<file path="src/rtl/rails_checker_p.sv">
// rtl/rails_checker_p.sv - stack-permutation (rails) checker with length/duplicate/range detection
// Streams N then N cars; reports legality, illegal length, and first offending car index.
module rails_checker_p #(
  parameter int MAX_N = 15,
  parameter int DW    = $clog2(MAX_N + 1)
) (
  input  logic          clk,
  input  logic          reset,
  input  logic          in_valid,
  output logic          in_ready,
  input  logic [DW-1:0] in_data,
  output logic          out_valid,
  input  logic          out_ready,
  output logic          out_result,
  output logic          out_err,
  output logic [DW-1:0] out_fail_idx
);

  typedef enum logic [1:0] {IDLE, RUN, DONE} state_t;

  localparam logic [DW:0] MAX_W = (DW + 1)'(MAX_N);

  state_t        state, state_nxt;
  logic [DW-1:0] n;
  logic [DW-1:0] pos;
  logic [DW-1:0] top;
  logic [DW:0]   next_in;   // one bit wider: reaches N+1 after car N is taken
  logic [MAX_N:0] used;
  logic          fail;

  logic xfer, len_bad, in_range, above, legal, last;

  assign xfer     = in_valid && in_ready;
  assign len_bad  = (in_data == '0) || ({1'b0, in_data} > MAX_W);
  assign in_range = (in_data != '0) && (in_data <= n);
  assign above    = {1'b0, in_data} >= next_in;
  assign legal    = in_range && !used[in_data] && (above || (in_data == top));
  assign last     = (pos + 1'b1) == n;

  // Stack top: the highest already-pushed car not yet popped.
  always_comb begin
    top = '0;
    for (int i = 1; i <= MAX_N; i++) begin
      if (((DW + 1)'(i) < next_in) && !used[i]) top = DW'(i);
    end
  end

  always_ff @(posedge clk) begin
    if (reset) state <= IDLE;
    else       state <= state_nxt;
  end

  always_comb begin
    state_nxt = state;
    in_ready  = 1'b0;
    out_valid = 1'b0;
    case (state)
      IDLE: begin
        in_ready = 1'b1;
        if (xfer) state_nxt = len_bad ? DONE : RUN;
      end
      RUN: begin
        in_ready = 1'b1;
        if (xfer && last) state_nxt = DONE;
      end
      DONE: begin
        out_valid = 1'b1;
        if (out_ready) state_nxt = IDLE;
      end
      default: state_nxt = IDLE;
    endcase
  end

  always_ff @(posedge clk) begin
    if (reset) begin
      n            <= '0;
      pos          <= '0;
      next_in      <= '0;
      used         <= '0;
      fail         <= 1'b0;
      out_result   <= 1'b0;
      out_err      <= 1'b0;
      out_fail_idx <= '0;
    end else begin
      case (state)
        IDLE: begin
          if (xfer) begin
            n            <= in_data;
            pos          <= '0;
            next_in      <= (DW + 1)'(1);
            used         <= '0;
            fail         <= 1'b0;
            out_result   <= 1'b0;
            out_err      <= len_bad;
            out_fail_idx <= '0;
          end
        end
        RUN: begin
          if (xfer) begin
            pos <= pos + 1'b1;
            if (above) next_in <= {1'b0, in_data} + 1'b1;
            if (in_range) used[in_data] <= 1'b1;
            if (!legal && !fail) begin
              fail         <= 1'b1;
              out_fail_idx <= pos + 1'b1;
            end
            if (last) begin
              out_result <= !fail && legal;
              out_err    <= 1'b0;
            end
          end
        end
        default: ;
      endcase
    end
  end

endmodule

</file>
<file path="config.mk">
export PLATFORM = sky130hd
export DESIGN_NAME = rails_checker_p
export DESIGN_NICKNAME = d
export VERILOG_FILES = /design/src/rtl/rails_checker_p.sv
export SDC_FILE = /design/constraint.sdc
export NUM_CORES = 1
export LEC_CHECK = 0
export CORE_ASPECT_RATIO = 1.25
export CORE_UTILIZATION = 41
export CTS_CLUSTER_SIZE = 8
export DETAILED_ROUTE_END_ITERATION = 7
export HOLD_SLACK_MARGIN = 0.06
export PLACE_DENSITY = 0.58
export SLEW_MARGIN = 20
export SYNTH_ARGS = -nofsm -noshare
export SYNTH_HDL_FRONTEND = slang
export SYNTH_SLANG_ARGS = --single-unit
</file>
<file path="constraint.sdc">
create_clock -name clk -period 3.2 [get_ports clk]
set_input_delay 0.64 -clock clk [delete_from_list [all_inputs] [get_ports clk]]
set_output_delay 0.64 -clock clk [all_outputs]
set_load 0.01 [all_outputs]
</file>
**Yosys cells after proc, flatten, opt, wreduce, memory -nomap -nowiden**

Index checks and enable logic that the tools add are counted.

- Flip-flop bits (word level): 38
- Bits of input ports: 8
- Output and inout port bits: 8
- Logic and storage cells: 148

- Add/subtract/negate cells: 2
- Magnitude comparators: 19
- Equal/unequal tests: 12
- Multiplexer cells: 51
- Bitwise logic cells: 1
- Reductions and logical operators: 54

Operator list:

| kind | number |
|---|---|
| $mux W4 | 17 |
| $mux W16 | 3 |
| $lt A4 B5 Y1 const A | 8 |
| $pmux W16 S2 | 1 |
| $logic_and A1 B1 Y1 | 23 |
| $lt A3 B5 Y1 const A | 4 |
| $logic_not A1 Y1 | 18 |
| $ne A2 B2 Y1 const B | 8 |
| $or A16 B16 Y16 | 1 |
| $pmux W4 S2 | 2 |
| $reduce_and A4 Y1 | 4 |
| $mux W5 | 3 |
| $mux W1 | 13 |
| $lt A2 B5 Y1 const A | 2 |
| $mux W2 | 5 |
| $pmux W5 S2 | 1 |
| $eq A4 B4 Y1 | 2 |
| $pmux W1 S2 | 3 |
| $pmux W2 S3 | 1 |
| $reduce_and A3 Y1 | 2 |
| $add A4 B1 Y5 const B | 1 |
| $ge A4 B5 Y1 | 1 |
| $lt A1 B5 Y1 const A | 1 |
| $lt A4 B5 Y1 const B | 1 |
| other kinds (14) | 14 |

**Depth between registers and ports, before layout**

- Depth after elaboration: 25
- Depth in mapped cells: 12

**Least setup slack after synthesis**

No wires, ideal clock.

- Kind: input port to flip-flop
- Start: in in_data[0]
- End: reg out_fail_idx[0]
- Library setup time: 0.126 ns
- Arrival time: 2.415 ns
- Data required time: 3.074 ns
- Setup slack: 0.660 ns
- Stages: 11
- Buffers on the path: 1
- Cells stage by stage: buf_2 > inv_1 > ha_1 > nand2b_1 > a21o_1 > a21o_1 > a21oi_1 > nor2_1 > a31oi_4 > o211ai_4 > mux2i_1

- Longest elaborated chain between the ends: 9

Ends and longest elaborated chain:

| item | RTL line | text |
|---|---|---|
| start: declaration | 11 | `input logic [DW-1:0] in_data,` |
| $bmux W1 S4 | 37 | `assign legal = in_range && !used[in_data] && (above \|\| (in_data == top));` |
| $mux W1 (implied by the code) | 37 |  |
| $logic_not A1 Y1 | 37 |  |
| $logic_and A1 B1 Y1 | 37 |  |
| $logic_and A1 B1 Y1 * | 37 |  |
| $logic_not A1 Y1 * | 103 | `if (!legal && !fail) begin` |
| $logic_and A1 B1 Y1 * | 103 |  |
| $ne A2 B2 Y1 (no line) * | n/a |  |
| $reduce_and A4 Y1 (no line) * | n/a |  |
| end signal: assignment | 105 | `out_fail_idx <= pos + 1'b1;` |
| end: declaration | 16 | `output logic [DW-1:0] out_fail_idx` |

Every way passes the cells marked *; elsewhere a longest branch is shown, timed or not. The select of a mux whose other input is x is not followed.
A chain may end at the register's enable or synchronous reset.

**Worst setup path after layout**

- Start: in in_data[0]
- End: reg out_fail_idx[1]

Same word-level chain as after synthesis.

==> results.py <==
metrics = {
    "worst_setup_path": {
        "critPathRequiredTime_ns": 3.43,
        "critical_path_buf_inv_count": 2,
        "worst_r2r_startpoint": "next_in[2]",
        "critPathMaxFanout": 5,
        "path_cells": "clkdlybuf4s50_1, buf_4, mux4_2, mux4_2, or2_1, o211ai_4, mux2i_1",
        "path_delay_family": "multiplexers",
        "cp-end-kind": "flip-flop",
        "timing.critical_path.arrival_ns": 3.03,
        "crit_slowest_cell": "clkdlybuf4s50_1",
        "setup.reg_to_reg.worst_slack_ns": 0.48,
        "r2r_worst_path_depth": 8,
        "worstSetupPathType": "in -> reg",
        "setup.worst_path.start_class": "primary input",
        "cpPeakStageDelay_ns": 0.51,
        "worstReg2RegEnd": "out_fail_idx[1]",
        "crit_path_frequent_cell": "mux4_2",
    },
    "placement": {
        "gpl.final_weighted_congestion": 0.8908,
        "place.detailed.hpwl_mm": 4.841,
        "io_buffers": 15,
    },
    "clocking": {
        "h-tree-depth": 2,
        "cts_max_path_bufs": 2,
        "cts-resized-gates": 0,
        "cts_buffers": 5,
        "clock_insertion_delay_worst_skew_ns": 0.29,
        "hold_buffers": 0,
        "clkSlewWorstSetupHoldPaths_ns": 0.08,
        "root_buffer": "clkbuf_8",
        "clock_tree_from_tritoncts": "yes",
        "numClockSinks": 38,
        "post_cts.repair.setup_buffers": 0,
    },
    "die": {
        "pin_count": 16,
        "floorplan.die.width_um": 71.35,
        "fp.dieArea_mm2": 0.006328,
        "core.rowCount": 31,
        "initial_utilization": 0.4265,
        "die_height_um": 88.69,
        "core_mm2": 0.005779,
    },
    "timing": {
        "clock.fmax_mhz": 356.9,
        "min_period_ns": 2.802,
        "timing.hold.ws_ns": 0.4619,
        "relSlewSlack": 0.5414,
        "max_slew.worst_pin.slew_ns": 0.6870,
        "setup_viol": 0,
        "finalCritPeriodShare": 0.8757,
        "final.setup_skew_ns": 0.006706,
        "final_max_slew_viol_count": 0,
        "fin_setup_tns_ns": 0,
        "grt_setup_unrepaired": "no",
        "timing_hold_violations_final": 0,
    },
    "synthesis": {
        "postSynth.asyncResetShare": 0,
        "syn_inst": 295,
        "syn-cell-area_mm2": 0.002465,
        "postSynthRegisterBits": 38,
        "netlist.top_cell.by_area": "dfxtp_1",
        "synth.yosys.warnings": 0,
        "post_synth_edffs": 0,
        "syn-mean-instance-area_um2": 8.355,
        "synth.lib_cells_used.distinct": 61,
        "seq_area_frac_synth": 0.3086,
        "netlist.area_leader.share": 0.3086,
        "syn-num-nets": 316,
        "postSynth.topFlopCell": "dfxtp_1",
        "netlist_top_cells_area": "dfxtp_1 (31%), nor2_1 (7.0%), ha_1 (6.6%)",
    },
    "pwr": {
        "combinational_cell_fraction_of_total_power": 0.204,
        "share_clk_of_total_power": 0.387,
        "internal_power_of_the_cells_w": 0.0009144,
        "p_per_area_mw_per_mm2": 450.7,
        "netSwitchingPower_w": 0.0003679,
        "vdd.ir_drop.worst_uv": 218.2,
        "p_seq_frac": 0.408,
        "swShare": 0.2869,
        "leakage_nw": 1.096,
    },
    "global_routing": {
        "grt_first_pass_wirelength_mm": 11.16,
        "antenna_found_initial": 0,
        "grt_start_max_net_pins": 18,
        "total_routing_usage_gr": 0.2325,
        "grt_pass1_vias": 2206,
        "gr-total-overflow": 0,
    },
    "outcome": {
        "outcome": "finished, violations left",
        "failed_checks": "design-rule violations",
    },
    "final_layout": {
        "final_common_cell": "nor2_1",
        "multi_input_area_mm2": 0.001575,
        "fillers": 583,
        "final_cell_mix": "nor2_1 (46), dfxtp_1 (38), nand2_1 (21)",
        "sequential_cell_area_um2": 760.7,
        "drive_above_1_share": 0.1150,
        "insertedDiodeCount": 0,
        "areaGrowthSynthToFinish_pct": 15.43,
        "nNetsFinal": 333,
    },
    "drt": {
        "ant_nets": 0,
        "drt_pre_antenna_iters": 7,
        "drc": 2,
        "drt-wirelength-per-cell_um": 17.52,
        "dr.first_iter.drc_count": 116,
        "wirelength_mm": 6.641,
        "drt-vias-per-instance": 5.955,
        "via_count": 2257,
    },
    "hold_path": {
        "whs_endpoint": "out_fail_idx[2]",
        "hold_path.class": "reg -> reg",
        "worstHoldPathCells": 2,
        "hold_start": "out_fail_idx[2]",
    },
    "run": {
        "cap_violations": 0,
    },
}
worst min-delay path, delay by kind of cell (launching register included):
kind	cells	cell delay [ns]
flops	1	0.31
mux	1	0.06
simple gates	1	0.05
layout make-up:
| type | count | share of cell area |
|---|---|---|
| Clock buffer | 5 | 0.02419 |
| Sequential cell | 38 | 0.2674 |
| Clock inverter | 3 | 0.02419 |
| Tap cell | 66 | 0.02902 |
| Inverter | 13 | 0.01715 |
| Multi-Input combinational cell | 227 | 0.5536 |
| Timing Repair Buffer | 27 | 0.08443 |
logic make-up (layout without fill, tap and decap cells):
| family | Yosys count | in the layout | share of synthesized area |
|---|---|---|---|
| and+or+nand+nor | 104 | 104 | 0.2005 |
| adders and majority gates | 13 | 13 | 0.06599 |
| buffers and inverters | 30 | 48 | 0.05229 |
| AOI/OAI and AO/OA | 89 | 89 | 0.2650 |
| muxes | 12 | 12 | 0.07564 |
| xor gates and xnor gates | 9 | 9 | 0.03198 |
| DFF | 38 | 38 | 0.3086 |
how the worst max path moves through the flow:
stage	from	cells past startpoint	end	slack [ns]
global placement	in_data[0]	7	out_fail_idx[0]	0.12
finish	in_data[0]	7	out_fail_idx[1]	0.40
detailed placement	in_data[0]	7	out_fail_idx[1]	0.08
floorplan	in_data[0]	11	out_fail_idx[0]	0.66
CTS	in_data[0]	7	out_fail_idx[1]	0.40
global route	next_in[2]	8	out_fail_idx[2]	0.27
cell usage after synthesis, types with 6 or more instances:
cell and number:
nand2_1 21, dfxtp_1 38, xnor2_1 6, nor2_1 46
mux2i_1 6, inv_1 13, ha_1 13, nor2b_1 6
a21oi_1 19, a31oi_1 13, clkbuf_1 9, o21ai_0 10
through the flow:
step / instance area [um^2] / setup slack (ns) / total power (W) / cells / utilization
after CTS: 2845 / 0.4000 / 0.001292 / 379 / 0.4923
after floorplan: 2465 / 0.6596 / 0.0007123 / 295 / -
final: 2845 / 0.3977 / 0.001282 / 379 / 0.4923
after detailed placement: 2708 / 0.08405 / 0.0007963 / 371 / 0.4685
after global placement: 2708 / 0.1232 / 0.0007962 / 371 / 0.4685
after global routing: 2845 / 0.2731 / 0.001345 / 379 / 0.4923
power groups by stage:
stage               clock network, W  registers (W)  logic (W)
finish                      0.000497       0.000523   0.000262
global route                0.000524       0.000527   0.000294
CTS                         0.000505       0.000523   0.000264
detailed placement                 0       0.000534   0.000262
global placement                   0       0.000534   0.000262
floorplan                          0       0.000515   0.000197
metal layers:
metal | vias to the layer above | routed length (um) | GRT usage | part of all wire
met5 | - | 0 | 0 | 0
met1 | 1066 | 2899 | 0.2717 | 0.44
met2 | 61 | 3254 | 0.4147 | 0.49
met4 | 0 | 199 | 0.1091 | 0.030
met3 | 17 | 288 | 0.03986 | 0.043
li1 | 1113 | - | - | -
state kept, by name (all words and copies together) (netlist names):
name          cells
fail              1
out_err           1
used             16
out_result        1
next_in           5
state             2
pos               4
out_fail_idx      4
n                 4
(Power assumes the default switching activity.)
==> edit 1: new RTL, config.mk and constraints unchanged <==
Reset style: asynchronous (`reset`), changed in 2 clocked blocks.
--- a/src/rtl/rails_checker_p.sv
+++ b/src/rtl/rails_checker_p.sv
@@ -47,3 +47,3 @@
 
-  always_ff @(posedge clk) begin
+  always_ff @(posedge clk or posedge reset) begin
     if (reset) state <= IDLE;
@@ -73,3 +73,3 @@
 
-  always_ff @(posedge clk) begin
+  always_ff @(posedge clk or posedge reset) begin
     if (reset) begin
Behaviour: differs if reset is asserted again (counterexample within 4 cycles, from zero or initial values and one cycle with reset high); with reset held inactive, the same outputs for 4 cycles.
==> edit 1 against the original RTL <==
Routed wire length up 5.3%. Worst setup slack worse by 0.079 ns. Synthesized cell count up 0.34%. Sequential cell count unchanged. Count of clock-buffer cells in the layout up 1. Area after synthesis up 7.2%. Sequential share of layout area up 4.3 points. Via count up 2.8%. Global-route usage down 0.24 points. Cell area up 7.6%. Register-to-register slack worse by 0.05 ns. Largest cell class unchanged. Highest routed layer unchanged.
Power is not compared: it rests on default switching activity, and its combinational part moved more than twofold at a synthesized area within 25%.
==> edit 1: results (changes against the original RTL) <==
Clock network
  – Clock latency on the worst-skew pair: 0.30 ns
  – Resize count post-CTS: 0 (unchanged)
  – Root Buffer: clkbuf_8 (unchanged)
  – # Post-CTS Setup Buffers: 0 (unchanged)
  – Reg clk slew, reported paths: 0.08 ns (about the same)
  – Clock buffer count from CTS: 5 (unchanged)
  – Htree depth: 2 (unchanged)

Synth
  – Syn nets: 317 (was 316)
  – Post-synth cell types: 56 (was 61)
  – Fraction of the yosys area taken by sequential cells: 0.3598 (was 0.3086)
  – Synth Area in Adders: 0.06155 (was 0.06599)
  – Async SR Flop Fraction: 1.000 (was 0)
  – Post-Synth XOR/XNOR Area: 0.03314 (was 0.03198)
  – Post-synthesis compound-gate area fraction: 0.2386 (was 0.2650)
  – Synth top cells by count: dfrtp_1, nor2_1, nand2_1, a21oi_1, inv_1 (was nor2_1, dfxtp_1, nand2_1, a21oi_1)
  – Number of synthesized flops with an enable pin: 0 (unchanged)
  – Multiplexer share of the synthesized area: 0.05066 (was 0.07563)
  – Synthesis Warnings: 0 (unchanged)
  – Synth area leaders: dfrtp_1, ha_1, nor2_1 (was dfxtp_1, nor2_1, ha_1)

Place
  – Detailed-placement wirelength estimate: 5234 um (was 4841 um)
  – Placed Area: 2952 um^2 (was 2708 um^2)
  – Buffers on Ports: 15 (unchanged)
  – Final GP Congestion: 0.8518 (was 0.8908)

Setup path
  – Crit Path Max Fanout: 7 (was 5)
  – CP arrival: 3.11 ns (was 3.03 ns)
  – Slowest cell delay on critical path: 0.56 ns (was 0.51 ns)
  – Critical path startpoint: in_data[1] (was in_data[0])
  – Critical-path top delay cell: mux4_1 (was clkdlybuf4s50_1)
  – R2R Path Start: next_in[4] (was next_in[2])

Outcome
  – Outcome: finished, final reports clean (was complete, but fails checks)

Route
  – Detailed Route Iter0 Violations: 140 (was 116)
  – Vias: 2321 (was 2257)
  – Pre-antenna DRT Iters: 4 (was 7)
  – Routed WL: 6993 um (was 6641 um)

Global route
  – GRT Overall Usage: 0.2301 (was 0.2325)
  – Largest net degree at the start of global routing: 39 (was 18)
  – First-pass GRT wire length: 11720 um (was 11160 um)
  – Number of global-route vias before repair: 2350 (was 2206)
  – Total gr overflow: 0 (unchanged)
  – Initial antenna violation count: 0 (unchanged)

Cells and area
  – Layout cells sized above 1: 0.1149 (was 0.1150)
  – Regs by FF count: used: 16 flops, next_in: 5 flops (unchanged)
  – Nets: 342 (was 333)

Min path
  – Hold WC Path Type: reg2reg (unchanged)
  – Hold Path Origin: state[1] (was out_fail_idx[2])

Timing
  – Worst-Margin Slew: 0.6274 ns (was 0.6870 ns)
  – Clock Skews: 0.01389 ns (was 0.006706 ns)

Pwr
  – Peak VDD IR: 0.2629 mV
## edit 1: changes by cell type in the layout (fill, tap and decap cells not counted), moves of 8 or more
cell     unedited run  this run
nor2_1             46        31
dfxtp_1            38         0
nor3_1              4        12
dfrtp_1             0        38
a31oi_1            13         2
nand2_1            21        30
## edit 1: power breakdown
part / internal, mW / switching, mW / total [mW]
registers: 0.595 / 0.205 / 0.801
logic: 0.518 / 0.606 / 1.12
clock network: 0.233 / 0.184 / 0.416
total: 1.35 / 0.995 / 2.34
## edit 1: per-stage QoR
step | util | cells | setup slack [ns]
2_1_floorplan | - | 296 | 0.6214
3_3_place_gp | 0.4756 | 399 | 0.03914
3_5_place_dp | 0.4756 | 399 | -0.006869
4_1_cts | 0.4933 | 407 | 0.3013
5_1_grt | 0.4933 | 407 | 0.2106
6_report | 0.4933 | 407 | 0.3183
## edit 1: critical path, delay by kind of cell
kind                   cells  cell delay [ns]
AND/OR/NAND/NOR            1             0.35
buffers and inverters      2             0.62
multiplexers               2             1.03
AO/OA/AOI/OAI              3             0.47
## edit 1: routing by layer
layer  vias up  wire [um]  share of wire  global-route usage
li1       1131          -              -                   -
met1      1113       3153           0.45              0.3043
met2        61       3335           0.48              0.3769
met3        16        302          0.043             0.03077
met4         0        202          0.029             0.08654
met5         -          0              0                   0
## edit 1: cell families (layout without fill, tap and decap cells)
kind of cell             count (synthesis)  in the layout
AND/OR/NAND/NOR                        109            109
AO/OA/AOI/OAI                           89             89
flip-flops                              38             38
buffers and inverters                   31             57
adder cells (fa/ha/maj)                 13             13
XOR/XNOR                                10             10
multiplexers                             6              6
## edit 1: area by class of cell
class	count	area (um^2)
inverter	15	56.30
clock inverter	2	37.54
sequential	38	950.9
tap	85	106.4
fill	623	3144
multi-input combinational	227	1545
timing repair buffer	34	292.8
clock buffer	6	72.57
## edit 1: worst paths after layout
kind | cells after the start | to | slack [ns]
min in group asynchronous | 3 | used[14] | 0.76
hold reg to reg | 1 | state[0] | 0.48
setup reg to reg | 8 | out_fail_idx[0] | 0.43
max in group asynchronous | 3 | next_in[2] | 2.10
hold / removal | 1 | state[0] | 0.48
setup / recovery | 8 | out_fail_idx[3] | 0.32
==> edit 2: new RTL, same settings <==
Made on the original files. Set the parameter `MAX_N` to 17 (it was 15).
--- a/src/rtl/rails_checker_p.sv
+++ b/src/rtl/rails_checker_p.sv
@@ -3,3 +3,3 @@
 module rails_checker_p #(
-  parameter int MAX_N = 15,
+  parameter int MAX_N = 17,
   parameter int DW    = $clog2(MAX_N + 1)
Ports: changed (resized in_data and out_fail_idx); port bits go from 16 to 18. The function was not compared with the original's and may differ.
==> edit 2 against the original RTL <==
First-iteration DRC count increased by 90%. Fmax fell by 6.6%. Combinational power up 97%. Count of clock-buffer cells in the layout unchanged. Area after synthesis rose by 17%. Routed wire length grew 24%. Cell area is 18% higher. Worst setup slack got worse by 0.20 ns. Sequential cell count grew 6. Total power up 23%. Largest cell class unchanged. Largest power group unchanged.
==> edit 2: results (changes against the original RTL) <==
Outcome
  – Outcome: finished, final reports clean (was complete, but fails checks)

Setup path
  – Reg-to-reg setup timing slack: 0.33 ns (was 0.48 ns)
  – Crit Path Max Fanout: 4 (was 5)
  – Critical path endpoint: out_fail_idx[0] (was out_fail_idx[1])

Synth
  – Synth top cells by count: a21oi_1, dfxtp_1, nor2_1, nand2_1, inv_1 (was nor2_1, dfxtp_1, nand2_1, a21oi_1)
  – Synth Instances: 361 (was 295)
  – Synth Area in Adders: 0.06525 (was 0.06599)
  – Post-Synth XOR/XNOR Area: 0.04263 (was 0.03198)
  – Fraction of the yosys area taken by sequential cells: 0.3062 (was 0.3086)
  – Post-synth cell types: 56 (was 61)
  – Synth area leaders: dfxtp_1, a21oi_1, ha_1 (was dfxtp_1, nor2_1, ha_1)
  – Syn nets: 385 (was 316)
  – Multiplexer share of the synthesized area: 0.06438 (was 0.07563)

Route
  – Pre-antenna DRT Iters: 4 (was 7)
  – Metal2 WL: 4170 um (was 3254 um)
  – Vias: 2716 (was 2257)
  – Detailed Route Iter0 Violations: 220 (was 116)
  – WL met1: 3230 um (was 2899 um)
  – Met3 routed WL: 390 um (was 288 um)

Place
  – Final GP Congestion: 0.9248 (was 0.8908)
  – Buffers on Ports: 17 (was 15)
  – Placed Instances: 468 (was 371)
  – Detailed-placement wirelength estimate: 6313 um (was 4841 um)

Timing
  – Clock Skews: 0.004353 ns (was 0.006706 ns)

Cells and area
  – Layout cells sized above 1: 0.1183 (was 0.1150)
  – Regs by FF count: used: 18 flops, next_in: 6 flops (was used: 16 flops, next_in: 5 flops)
  – Nets: 412 (was 333)

Pwr
  – Leak Pwr: 1.269 nW (was 1.096 nW)

Global route
  – Number of global-route vias before repair: 2637 (was 2206)
  – Largest net degree at the start of global routing: 21 (was 18)
  – First-pass GRT wire length: 13450 um (was 11160 um)
## edit 2: what timing repair did
action	CTS	global route
buffers inserted	0	0
hold buffers	0	0
setup endpoints to repair	0	1
resized for setup	0	1
## edit 2: power groups by stage
stage / clock network (mW) / logic, mW / registers (mW)
after CTS: 0.444 / 0.516 / 0.623
after detailed placement: 0 / 0.514 / 0.636
final: 0.435 / 0.517 / 0.624
after global routing: 0.464 / 0.569 / 0.629
after floorplan: 0 / 0.374 / 0.612
after global placement: 0 / 0.509 / 0.636
## edit 2: routing by layer
layer / global-route usage / vias up
li1: - / 1334
met1: 0.2583 / 1242
met2: 0.4420 / 106
met3: 0.03828 / 34
met4: 0.1490 / 0
met5: 0 / -
## edit 2: final cells by class
type,count,area (um^2)
clock inverters,3,42.54
fillers,705,3338
repair buffers,39,347.8
inverters,16,60.06
multi-input cells,282,1842
clock buffers,5,68.82
well taps,87,108.9
flip-flops and latches,44,880.8
## edit 2: critical path: cells and delay by family
kind,cells,cell delay (ns)
buffers and inverters,3,0.81
multiplexers,3,1.34
AO/OA/AOI/OAI,2,0.39
## edit 2: per-stage QoR
stage,setup TNS [ns],worst slack (ns)
3_5_place_dp,-0.8311,-0.1399
5_1_grt,0,0.02541
4_1_cts,0,0.1614
3_3_place_gp,-0.3608,-0.08139
6_report,0,0.1999
2_1_floorplan,0,0.02062
## edit 2: worst min-delay path by stage
stage / from / to / slack, ns / depth (start not counted)
after floorplan: used[0] / used[0] / 0.41 / 2
after global placement: used[0] / used[0] / 0.44 / 2
after detailed placement: used[0] / used[0] / 0.44 / 2
after CTS: used[0] / used[0] / 0.46 / 2
after global routing: used[0] / used[0] / 0.49 / 2
final: used[0] / used[0] / 0.45 / 2
## edit 2: kinds of logic (layout without fill, tap and decap cells)
group | Yosys count | in the layout
buffers and inverters | 35 | 63
XOR/XNOR | 14 | 14
AO/OA/AOI/OAI | 104 | 104
flip-flops | 44 | 44
AND/OR/NAND/NOR | 137 | 137
multiplexers | 12 | 12
adder cells (fa/ha/maj) | 15 | 15
